### config.mk
export PLATFORM = sky130hd
export DESIGN_NAME = psram_bus_bridge
export DESIGN_NICKNAME = d
export VERILOG_FILES = /design/src/rtl/psram_bus_bridge.sv
export SDC_FILE = /design/constraint.sdc
export NUM_CORES = 1
export LEC_CHECK = 0
export BUFFER_PORTS_ARGS = -buffer_cell sky130_fd_sc_hd__buf_2
export CAP_MARGIN = 10
export CORE_MARGIN = 10
export CORE_UTILIZATION = 50
export DETAILED_ROUTE_END_ITERATION = 10
export PLACE_DENSITY = 0.88
export SYNTH_ARGS = -nofsm -noshare
export SYNTH_HDL_FRONTEND = slang
export SYNTH_SLANG_ARGS = --single-unit
export TNS_END_PERCENT = 20
### constraint.sdc
create_clock -name clk -period 2.4 [get_ports clk]
set_input_delay 0.12 -clock clk [delete_from_list [all_inputs] [get_ports clk]]
set_output_delay 0.12 -clock clk [all_outputs]
set_load 0.1 [all_outputs]
### src/rtl/psram_bus_bridge.sv
// CPU valid/ready bus to QSPI PSRAM controller command bridge: posted writes, stalled lane-aligned reads.
// Optional read watchdog enabled by defining PSRAM_BRIDGE_TIMEOUT_EN.
module psram_bus_bridge #(
    parameter int unsigned TIMEOUT = 64
) (
    input  logic        clk,
    input  logic        reset,
    input  logic        bus_valid,
    input  logic        bus_we,
    input  logic [1:0]  bus_size,
    input  logic [23:0] bus_addr,
    input  logic [31:0] bus_wdata,
    output logic        bus_ready,
    output logic [31:0] bus_rdata,
    output logic        bus_err,
    output logic [1:0]  cmd_req,
    input  logic        cmd_ack,
    output logic [1:0]  cmd_size,
    output logic [23:0] cmd_addr,
    output logic [31:0] cmd_din,
    input  logic [31:0] cmd_dout,
    input  logic        data_valid
);

    localparam int unsigned AW = 24;
    localparam int unsigned DW = 32;
    localparam logic [1:0] REQ_NOP = 2'b00;
    localparam logic [1:0] REQ_WR  = 2'b01;
    localparam logic [1:0] REQ_RD  = 2'b10;

    typedef enum logic [1:0] {S_IDLE, S_REQ, S_RWAIT, S_RESP} state_t;

    state_t          state_q, state_n;
    logic            bus_ready_n, bus_err_n;
    logic [DW-1:0]   bus_rdata_n, cmd_din_n;
    logic [1:0]      cmd_req_n, cmd_size_n;
    logic [AW-1:0]   cmd_addr_n;
    logic [DW-1:0]   resp_data_q, resp_data_n;
    logic            resp_err_q, resp_err_n;
    logic            misaligned_c;
    logic [DW-1:0]   rdata_aligned_c;

`ifdef PSRAM_BRIDGE_TIMEOUT_EN
    localparam logic [15:0] TMO_LIMIT = 16'(TIMEOUT - 1);
    logic [15:0] tmo_q, tmo_n;
`else
    logic unused_timeout;
    assign unused_timeout = ^32'(TIMEOUT);
`endif

    always_comb begin
        case (bus_size)
            2'b01:   misaligned_c = bus_addr[0];
            2'b10:   misaligned_c = (bus_addr[1:0] != 2'b00);
            2'b11:   misaligned_c = 1'b1;
            default: misaligned_c = 1'b0;
        endcase
    end

    // Controller returns the addressed byte in lane 0; move it to its bus lane.
    assign rdata_aligned_c = DW'(cmd_dout << {cmd_addr[1:0], 3'b000});

    always_comb begin
        state_n     = state_q;
        bus_ready_n = 1'b0;
        bus_err_n   = 1'b0;
        bus_rdata_n = bus_rdata;
        cmd_req_n   = cmd_req;
        cmd_size_n  = cmd_size;
        cmd_addr_n  = cmd_addr;
        cmd_din_n   = cmd_din;
        resp_data_n = resp_data_q;
        resp_err_n  = resp_err_q;
`ifdef PSRAM_BRIDGE_TIMEOUT_EN
        tmo_n       = tmo_q;
`endif
        case (state_q)
            S_IDLE: begin
                // bus_ready high means the CPU is still completing the previous handshake
                if (bus_valid && !bus_ready) begin
                    if (misaligned_c) begin
                        resp_err_n  = 1'b1;
                        resp_data_n = '0;
                        state_n     = S_RESP;
                    end else begin
                        cmd_size_n = bus_size;
                        cmd_addr_n = bus_addr;
                        cmd_din_n  = bus_wdata;
                        state_n    = S_REQ;
                        if (bus_we) begin
                            cmd_req_n   = REQ_WR;
                            bus_ready_n = 1'b1;
                        end else begin
                            cmd_req_n = REQ_RD;
                        end
                    end
                end
            end
            S_REQ: begin
                if (cmd_ack) begin
                    cmd_req_n = REQ_NOP;
                    state_n   = (cmd_req == REQ_WR) ? S_IDLE : S_RWAIT;
`ifdef PSRAM_BRIDGE_TIMEOUT_EN
                    tmo_n     = '0;
`endif
                end
            end
            S_RWAIT: begin
                if (data_valid) begin
                    resp_data_n = rdata_aligned_c;
                    resp_err_n  = 1'b0;
                    state_n     = S_RESP;
                end
`ifdef PSRAM_BRIDGE_TIMEOUT_EN
                else if (tmo_q == TMO_LIMIT) begin
                    resp_data_n = 32'hDEADBEEF;
                    resp_err_n  = 1'b1;
                    state_n     = S_RESP;
                end else begin
                    tmo_n = tmo_q + 16'd1;
                end
`endif
            end
            S_RESP: begin
                bus_ready_n = 1'b1;
                bus_err_n   = resp_err_q;
                bus_rdata_n = resp_data_q;
                state_n     = S_IDLE;
            end
            default: state_n = S_IDLE;
        endcase
    end

    always_ff @(posedge clk or negedge reset) begin
        if (!reset) begin
            state_q     <= S_IDLE;
            bus_ready   <= 1'b0;
            bus_err     <= 1'b0;
            bus_rdata   <= '0;
            cmd_req     <= REQ_NOP;
            cmd_size    <= 2'b00;
            cmd_addr    <= '0;
            cmd_din     <= '0;
            resp_data_q <= '0;
            resp_err_q  <= 1'b0;
`ifdef PSRAM_BRIDGE_TIMEOUT_EN
            tmo_q       <= '0;
`endif
        end else begin
            state_q     <= state_n;
            bus_ready   <= bus_ready_n;
            bus_err     <= bus_err_n;
            bus_rdata   <= bus_rdata_n;
            cmd_req     <= cmd_req_n;
            cmd_size    <= cmd_size_n;
            cmd_addr    <= cmd_addr_n;
            cmd_din     <= cmd_din_n;
            resp_data_q <= resp_data_n;
            resp_err_q  <= resp_err_n;
`ifdef PSRAM_BRIDGE_TIMEOUT_EN
            tmo_q       <= tmo_n;
`endif
        end
    end

endmodule

## After elaboration in Yosys (flattened, before gate mapping)

Index checks and enable logic that the tools add are counted.

| storage, ports and cells | value |
|---|---|
| input bits | 96 |
| register bits after elaboration | 129 |

| operators by class | value |
|---|---|
| muxes and demuxes | 25 |
| bitwise logic cells | 1 |
| eq/ne operators | 12 |
| shift operators | 1 |
| reduce and logical (&&, ||, !) cells | 10 |

Operator list:

| operator | count |
|---|---|
| 32-bit two-way mux | 3 |
| 32-bit one-hot mux with 2 select lines | 1 |
| 32-bit by 5-bit left shift with 32-bit output | 1 |
| 2-bit two-way mux | 9 |
| 2-bit != test, second input constant | 5 |
| 2-bit == test, second input constant | 4 |
| 2-bit one-hot mux with 4 select lines | 1 |
| 4-bit AND reduction | 2 |
| 1-bit two-way mux | 7 |
| 2-bit by 1-bit == test with 1-bit output, second input constant | 3 |
| 3-bit AND reduction | 2 |
| 2-bit nonzero test | 3 |
| 1-bit one-hot mux with 2 select lines | 2 |
| 2-bit one-hot mux with 2 select lines | 1 |
| 1-bit one-hot mux with 3 select lines | 1 |
| 2-bit logical NOT | 1 |
| 1-bit logical AND | 1 |
| 1-bit logical NOT | 1 |
| 1-bit inverter | 1 |

## Logic depth before layout (Yosys ltp)

Gate-level depths: netlist of run 1.

| logic depth | value |
|---|---|
| depth after elaboration | 5 |
| gate-level depth with buffers | 8 |
| gate-level depth less buffers | 6 |

## Least setup slack after synthesis of run 1

Ideal clock, no wire load.

| timing path | value |
|---|---|
| path type | register to register |
| from | register cmd_addr[0] |
| to | register resp_data_q[28] |
| arrival time | 2.123 ns |
| clock period less this slack | 2.248 ns |
| cell stages (with the launch flop) | 6 |
| path slack | 0.152 ns |
| required time | 2.275 ns |
| setup time | 0.125 ns |
| buffers on the path | 2 |
| cells stage by stage | dfrtp_1 -> buf_2 -> buf_2 -> mux2i_1 -> o22ai_1 -> mux2_2 |

| on the way | value |
|---|---|
| word-level cells in the longest chain between the ends | 3 |

RTL lines:

| element | RTL line | RTL |
|---|---|---|
| from (decl) | 19 | `output logic [23:0] cmd_addr,` |
| from (signal assigned) | 156 | `cmd_addr <= cmd_addr_n;` |
| 32-bit by 5-bit left shift with 32-bit output | 61 | `assign rdata_aligned_c = DW'(cmd_dout << {cmd_addr[1:0], 3'b000});` |
| 32-bit two-way mux | 109 | `if (data_valid) begin` |
| 32-bit one-hot mux with 2 select lines | 77 | `case (state_q)` |
| to (signal assigned) | 158 | `resp_data_q <= resp_data_n;` |
| to (decl) | 38 | `logic [DW-1:0] resp_data_q, resp_data_n;` |

No other way between the ends. The select of a mux whose other input is x is not followed.
A chain may end at the register's enable or synchronous reset.

## Final worst setup path of run 1

| timing path | value |
|---|---|
| from | register state_q[0] |
| to | register cmd_addr[15] |

| on the way | value |
|---|---|
| word-level cells in the longest chain between the ends | 2 |

RTL lines:

| element | RTL line | RTL |
|---|---|---|
| from (decl) | 33 | `state_t state_q, state_n;` |
| from (signal assigned) | 150 | `state_q <= state_n;` |
| 2-bit logical NOT | 77 |  |
| 3-bit AND reduction (no line) | -- |  |

No other way between the ends.

==> results of run 1 <==
critical path: stages (launching register included):
cell,delay [ns]
dfrtp_1,0.42
inv_1,0.12
ha_1,0.31
o21ai_1,0.21
or2_2,0.44
buf_12,0.23
mux2_1,0.38
path summary, 6_finish.rpt:
kind	slack, ns	startpoint	endpoint	cells past startpoint
min in group asynchronous	0.20	reset	bus_rdata[24]	2
max in group asynchronous	1.50	reset	cmd_din[31]	3
max reg2reg	0.15	state_q[0]	cmd_addr[15]	6
min reg2reg	0.48	resp_err_q	bus_err	2
max	0.15	state_q[0]	cmd_addr[15]	6
min	0.03	cmd_dout[13]	resp_data_q[13]	4
per-layer routing:
layer  global-route usage [%]  share of wire [%]  vias to the layer above
met1                     21.0                 36                     2065
met2                     36.2                 55                      145
met3                     5.49                5.2                       34
met4                     10.4                3.2                        0
li1                         -                  -                     1925
met5                        0                  0                        -
cell usage after synthesis (all sizes together), types with 5 or more instances:
cell type,count
nor2,21
ha,5
nand2,10
buf,12
o21ai,10
mux2i,41
clkbuf,9
mux2,107
inv,23
o22ai,9
dfrtp,129
and2,8
flip-flops by register name, summed over array words and instances (netlist names):
name and count:
bus_err 1, bus_rdata 32, bus_ready 1, cmd_addr 24
cmd_din 32, cmd_req 2, cmd_size 2, resp_data_q 32
resp_err_q 1, state_q 2
final cells by class:
cell class / count / area (sq um) / area share (%)
Inverter: 23 / 86.3 / 1.09
Clock buffer: 22 / 463 / 5.85
Sequential cell: 129 / 3230 / 40.8
Clock inverter: 10 / 85.1 / 1.08
Tap cell: 140 / 175 / 2.22
Antenna cell: 2 / 5.00 / 0.0633
Timing Repair Buffer: 267 / 1730 / 21.9
Multi-Input combinational cell: 229 / 2140 / 27.0
cell families (layout without fill, tap and decap cells):
kind of cell	count (synthesis)	in the layout	synth area share (%)
compound gates	28	28	3.21
fa+ha+maj	5	5	1.13
buf+inv	44	322	3.41
flops	129	129	58.3
mux	148	148	29.8
other cells	0	2	0
simple gates	48	48	4.14
through the flow:
step                std cells  setup WS (ns)  hold slack [ns]  cell area (sq um)
finish                    822          0.149           0.0320               7910
global route              821         0.0660           0.0433               7910
CTS                       820          0.197          0.00663               7900
detailed placement        720          0.204            0.219               6670
global placement          720          0.330            0.200               6670
floorplan                 402          0.152           -0.176               5540
repair_timing:
item | CTS | global route
hold endpoints to repair | 120 | 0
hold buffers | 68 | 0
gates resized for setup | 0 | 0
==> qor.yml, run 1 <==
clock_tree:
  clk_latency_ns: 0.52
  cts.clk_slew.worst_paths_ns: 0.06
  cts-root-buf: "clkbuf_8"
  htreeDepth: 4
  clk_path_buf_depth: 2
  numCtsBuffers: 17
  tritoncts: "built"
  postCtsSetupRepairBufs: 0
  cts_sinks: 129
worst_setup_path:
  critical_path_class: "flop to flop"
  worstPathMaxFanout: 46
  cp-start-kind: "flop"
  endpoint_kind: "flop"
  worstPathArrival_ns: 2.64
  required_ns: 2.79
timing:
  tightestPinTransition_ns: 0.748
  finalHoldViolations: 0
  setup_viol: 0
  drv_slew: 0
  finClkSkew_ns: 0.00942
  max_freq_ghz: 0.444
  min_period_over_period_pct: 93.8
  setup_tns_ns: 0
  finalCriticalPeriod_ns: 2.25
  slew_headroom_pct: 50.1
  rsz0062_at_grt: "no"
die:
  core_sq_mm: 0.0108
  dieArea_sq_mm: 0.0157
  rows: 38
  io_pins: 190
  die_y_um: 125
  die_w_um: 125
  start_util_pct: 51.1
run:
  max-cap-violations: 0
detailed_routing:
  ant_nets: 0
  vias_per_cell: 5.07
  routed_wl_um: 16000
  vias: 4169
  routedWlPerCell_um: 19.5
  drc: 0
  dr.pass1.iters: 7
  drtIter0Drc: 336
layout:
  final_common_cell: "buf_2"
  utilization_pct: 72.9
  final_cell_mix: "buf_2, dfrtp_1, dlygate4sd3_1, mux2_1, mux2_2"
  syn2layout_area_growth_pct: 42.9
  drive_gt1_share_pct: 42.8
  fillerInstances: 686
  layout.nets: 768
logic_synthesis:
  synth_top_area_share_pct: 58.3
  ys_types: 29
  ys_seq_area_share_pct: 58.3
  netlist_instances: 402
  synth_top_cell_by_area: "dfrtp_1"
  yosys-top-cells-area: "dfrtp_1, mux2_1, mux2_2"
  synthArstFlopShare_pct: 100
  synth_nets: 503
  synth_edf_count: 0
  synth_ff_type: "dfrtp_1"
  yosysWarningCount: 0
  syn_area_per_cell_sq_um: 13.8
  ys_ff_latch: 129
  synth_area_sq_mm: 0.00554
global_routing:
  grt_pass1_vias: 4681
  grt_max_degree: 55
  gr-usage-all-layers_pct: 20.1
  overflow: 0
  grt_pass1_wl_um: 25200
  grt_antenna_before_repair: 1
placement:
  portBuffers: 189
  globalplace.congestion: 0.877
  detailed_place_hpwl_um: 11000
status:
  status: "completed"
hold_path:
  hold_path.class: "input port to flop"
Power of run 1 is not shown: default switching activity piles up to over one toggle a cycle in this logic, so the estimate is an artifact.
==> inputs of run 2 (changes only) <==
--- a/config.mk
+++ b/config.mk
@@ -7,10 +7,12 @@
 export LEC_CHECK = 0
 export BUFFER_PORTS_ARGS = -buffer_cell sky130_fd_sc_hd__buf_2
 export CAP_MARGIN = 10
+export CELL_PAD_IN_SITES_DETAIL_PLACEMENT = 0
+export CELL_PAD_IN_SITES_GLOBAL_PLACEMENT = 2
 export CORE_MARGIN = 10
-export CORE_UTILIZATION = 50
+export CORE_UTILIZATION = 33
 export DETAILED_ROUTE_END_ITERATION = 10
-export PLACE_DENSITY = 0.88
+export PLACE_DENSITY = 0.89
 export SYNTH_ARGS = -nofsm -noshare
 export SYNTH_HDL_FRONTEND = slang
 export SYNTH_SLANG_ARGS = --single-unit
==> run 2 against run 1 <==
Compared with the run above:
- maximum frequency increased by 1.2%
- wire length fell by 1.7%
- non-clock buffer count stayed put
- sequential share of layout area decreased by 1.2 points
- cell area grew 3.1%
- cell count is 10% higher
- clock-buffer cell count down 3
- critical endpoint is now cmd_addr[20]
==> qor.yml, run 2 (same netlist as run 1, synthesis figures left out) <==
clock_tree:
  htreeDepth: 4
  tritoncts: "built"
  cts-root-buf: "clkbuf_16"
  cts.clk_slew.worst_paths_ns: 0.06
  numCtsBuffers: 17
  clk_latency_ns: 0.42
  clk_path_buf_depth: 2
  cts_sinks: 129
global_routing:
  grt_max_degree: 55
  gr-usage-all-layers_pct: 14.2
  grt_antenna_before_repair: 4
  overflow: 0
  grt_pass1_wl_um: 24800
  grt_pass1_vias: 4635
worst_setup_path:
  r2r_slack_ns: 0.18
  critical_path_class: "flop to flop"
  r2r_cells: 6
  worstPathCellList: "inv_1 > ha_1 > o21ai_1 > or2_2 > buf_4 > mux2_1"
  worstSetupStartpoint: "state_q[0]"
  required_ns: 2.70
  cp-start-kind: "flop"
  endpoint_kind: "flop"
  reg2reg_to: "cmd_addr[20]"
  slowest_stage: "or2_2"
  crit_buf_inv: 2
  r2r_start: "state_q[0]"
  worstPathArrival_ns: 2.52
  worst_path_largest_cell_delay_ns: 0.47
  worstPathMaxFanout: 13
  path_delay_family: "simple AND/OR/NAND/NOR gates"
detailed_routing:
  vias: 4049
  routed_wl_um: 15800
  drtIter0Drc: 107
  routedWlPerCell_um: 17.4
  ant_nets: 0
  drc: 0
  vias_per_cell: 4.48
  dr.pass1.iters: 4
timing:
  setup_tns_ns: 0
  finalCriticalPeriod_ns: 2.22
  min_period_over_period_pct: 92.6
  fin_ws_ns: 0.177
  finalHoldViolations: 0
  finClkSkew_ns: 0.00746
  slew_headroom_pct: 56.8
  drv_slew: 0
  max_freq_ghz: 0.450
  rsz0062_at_grt: "no"
  tightestPinTransition_ns: 0.648
  setup_viol: 0
run:
  max-cap-violations: 0
status:
  status: "completed"
placement:
  portBuffers: 189
  globalplace.congestion: 0.823
  detailed_place_hpwl_um: 11700
  post-place-ws_ns: 0.174
die:
  dieArea_sq_mm: 0.0224
  die_w_um: 150
  io_pins: 190
  rows: 47
  die_y_um: 150
  core_sq_mm: 0.0165
  start_util_pct: 33.5
layout:
  drive_gt1_share_pct: 42.9
  final_cell_mix: "buf_2, dfrtp_1, dlygate4sd3_1, mux2_1, mux2_2"
  syn2layout_area_growth_pct: 47.3
  layout.nets: 768
  utilization_pct: 49.3
  final_common_cell: "buf_2"
  reg_top3: "bus_rdata (32), cmd_din (32), resp_data_q (32)"
hold_path:
  whs_endpoint: "resp_data_q[25]"
  hp-start: "cmd_dout[25]"
  hold_path.class: "input port to flop"
  hold_depth: 4
-- run 2: cell types whose count changed in the layout (fill, tap and decap cells not counted), sizes merged --
cell / delta
bufinv: +5
diode: +2
clkinv: -3
inv: +1
clkbuf: -3
-- run 2: metrics by stage --
stage / instances / hold WS [ns] / area (sq um)
2_1_floorplan: 402 / -0.176 / 5540
3_3_place_gp: 800 / 0.189 / 6790
3_5_place_dp: 800 / 0.200 / 6790
4_1_cts: 900 / 0.130 / 8140
5_1_grt: 902 / 0.157 / 8150
6_report: 904 / 0.144 / 8150
-- run 2: worst max-delay path by stage --
stage | endpoint | slack, ns | depth (start not counted)
6_report | cmd_addr[20] | 0.18 | 6
4_1_cts | cmd_addr[20] | 0.18 | 6
2_1_floorplan | resp_data_q[28] | 0.15 | 5
5_1_grt | resp_data_q[7] | 0.005 | 8
3_5_place_dp | cmd_addr[20] | 0.17 | 6
3_3_place_gp | cmd_din[0] | 0.27 | 6
-- run 2: routing by layer --
layer / up-vias / wire length, um / global-route usage, %
li1: 1938 / - / -
met1: 1997 / 6000 / 15.0
met2: 89 / 8460 / 25.0
met3: 23 / 1010 / 5.07
met4: 2 / 278 / 6.28
met5: - / 18 / 0
-- run 2: what timing repair did --
item                      4_1_cts  5_1_grt
gates resized for setup         0        0
setup buffers                   0        0
hold endpoints to repair      118        0
hold buffers                   68        0
-- run 2: tightest hold or removal path, cell delays in order --
cell     delay (ns)
buf_2          0.08
mux2i_1        0.06
o22ai_1        0.11
mux2_2         0.16
-- run 2: layout make-up --
cell class | count | area (sq um)
Tap cell | 220 | 275
Fill cell | 1455 | 8370
Sequential cell | 129 | 3230
Multi-Input combinational cell | 229 | 2140
Antenna cell | 4 | 10.0
Inverter | 23 | 86.3
Clock inverter | 13 | 233
Clock buffer | 19 | 443
Timing Repair Buffer | 267 | 1740
Power of run 2 is left out for the same reason.
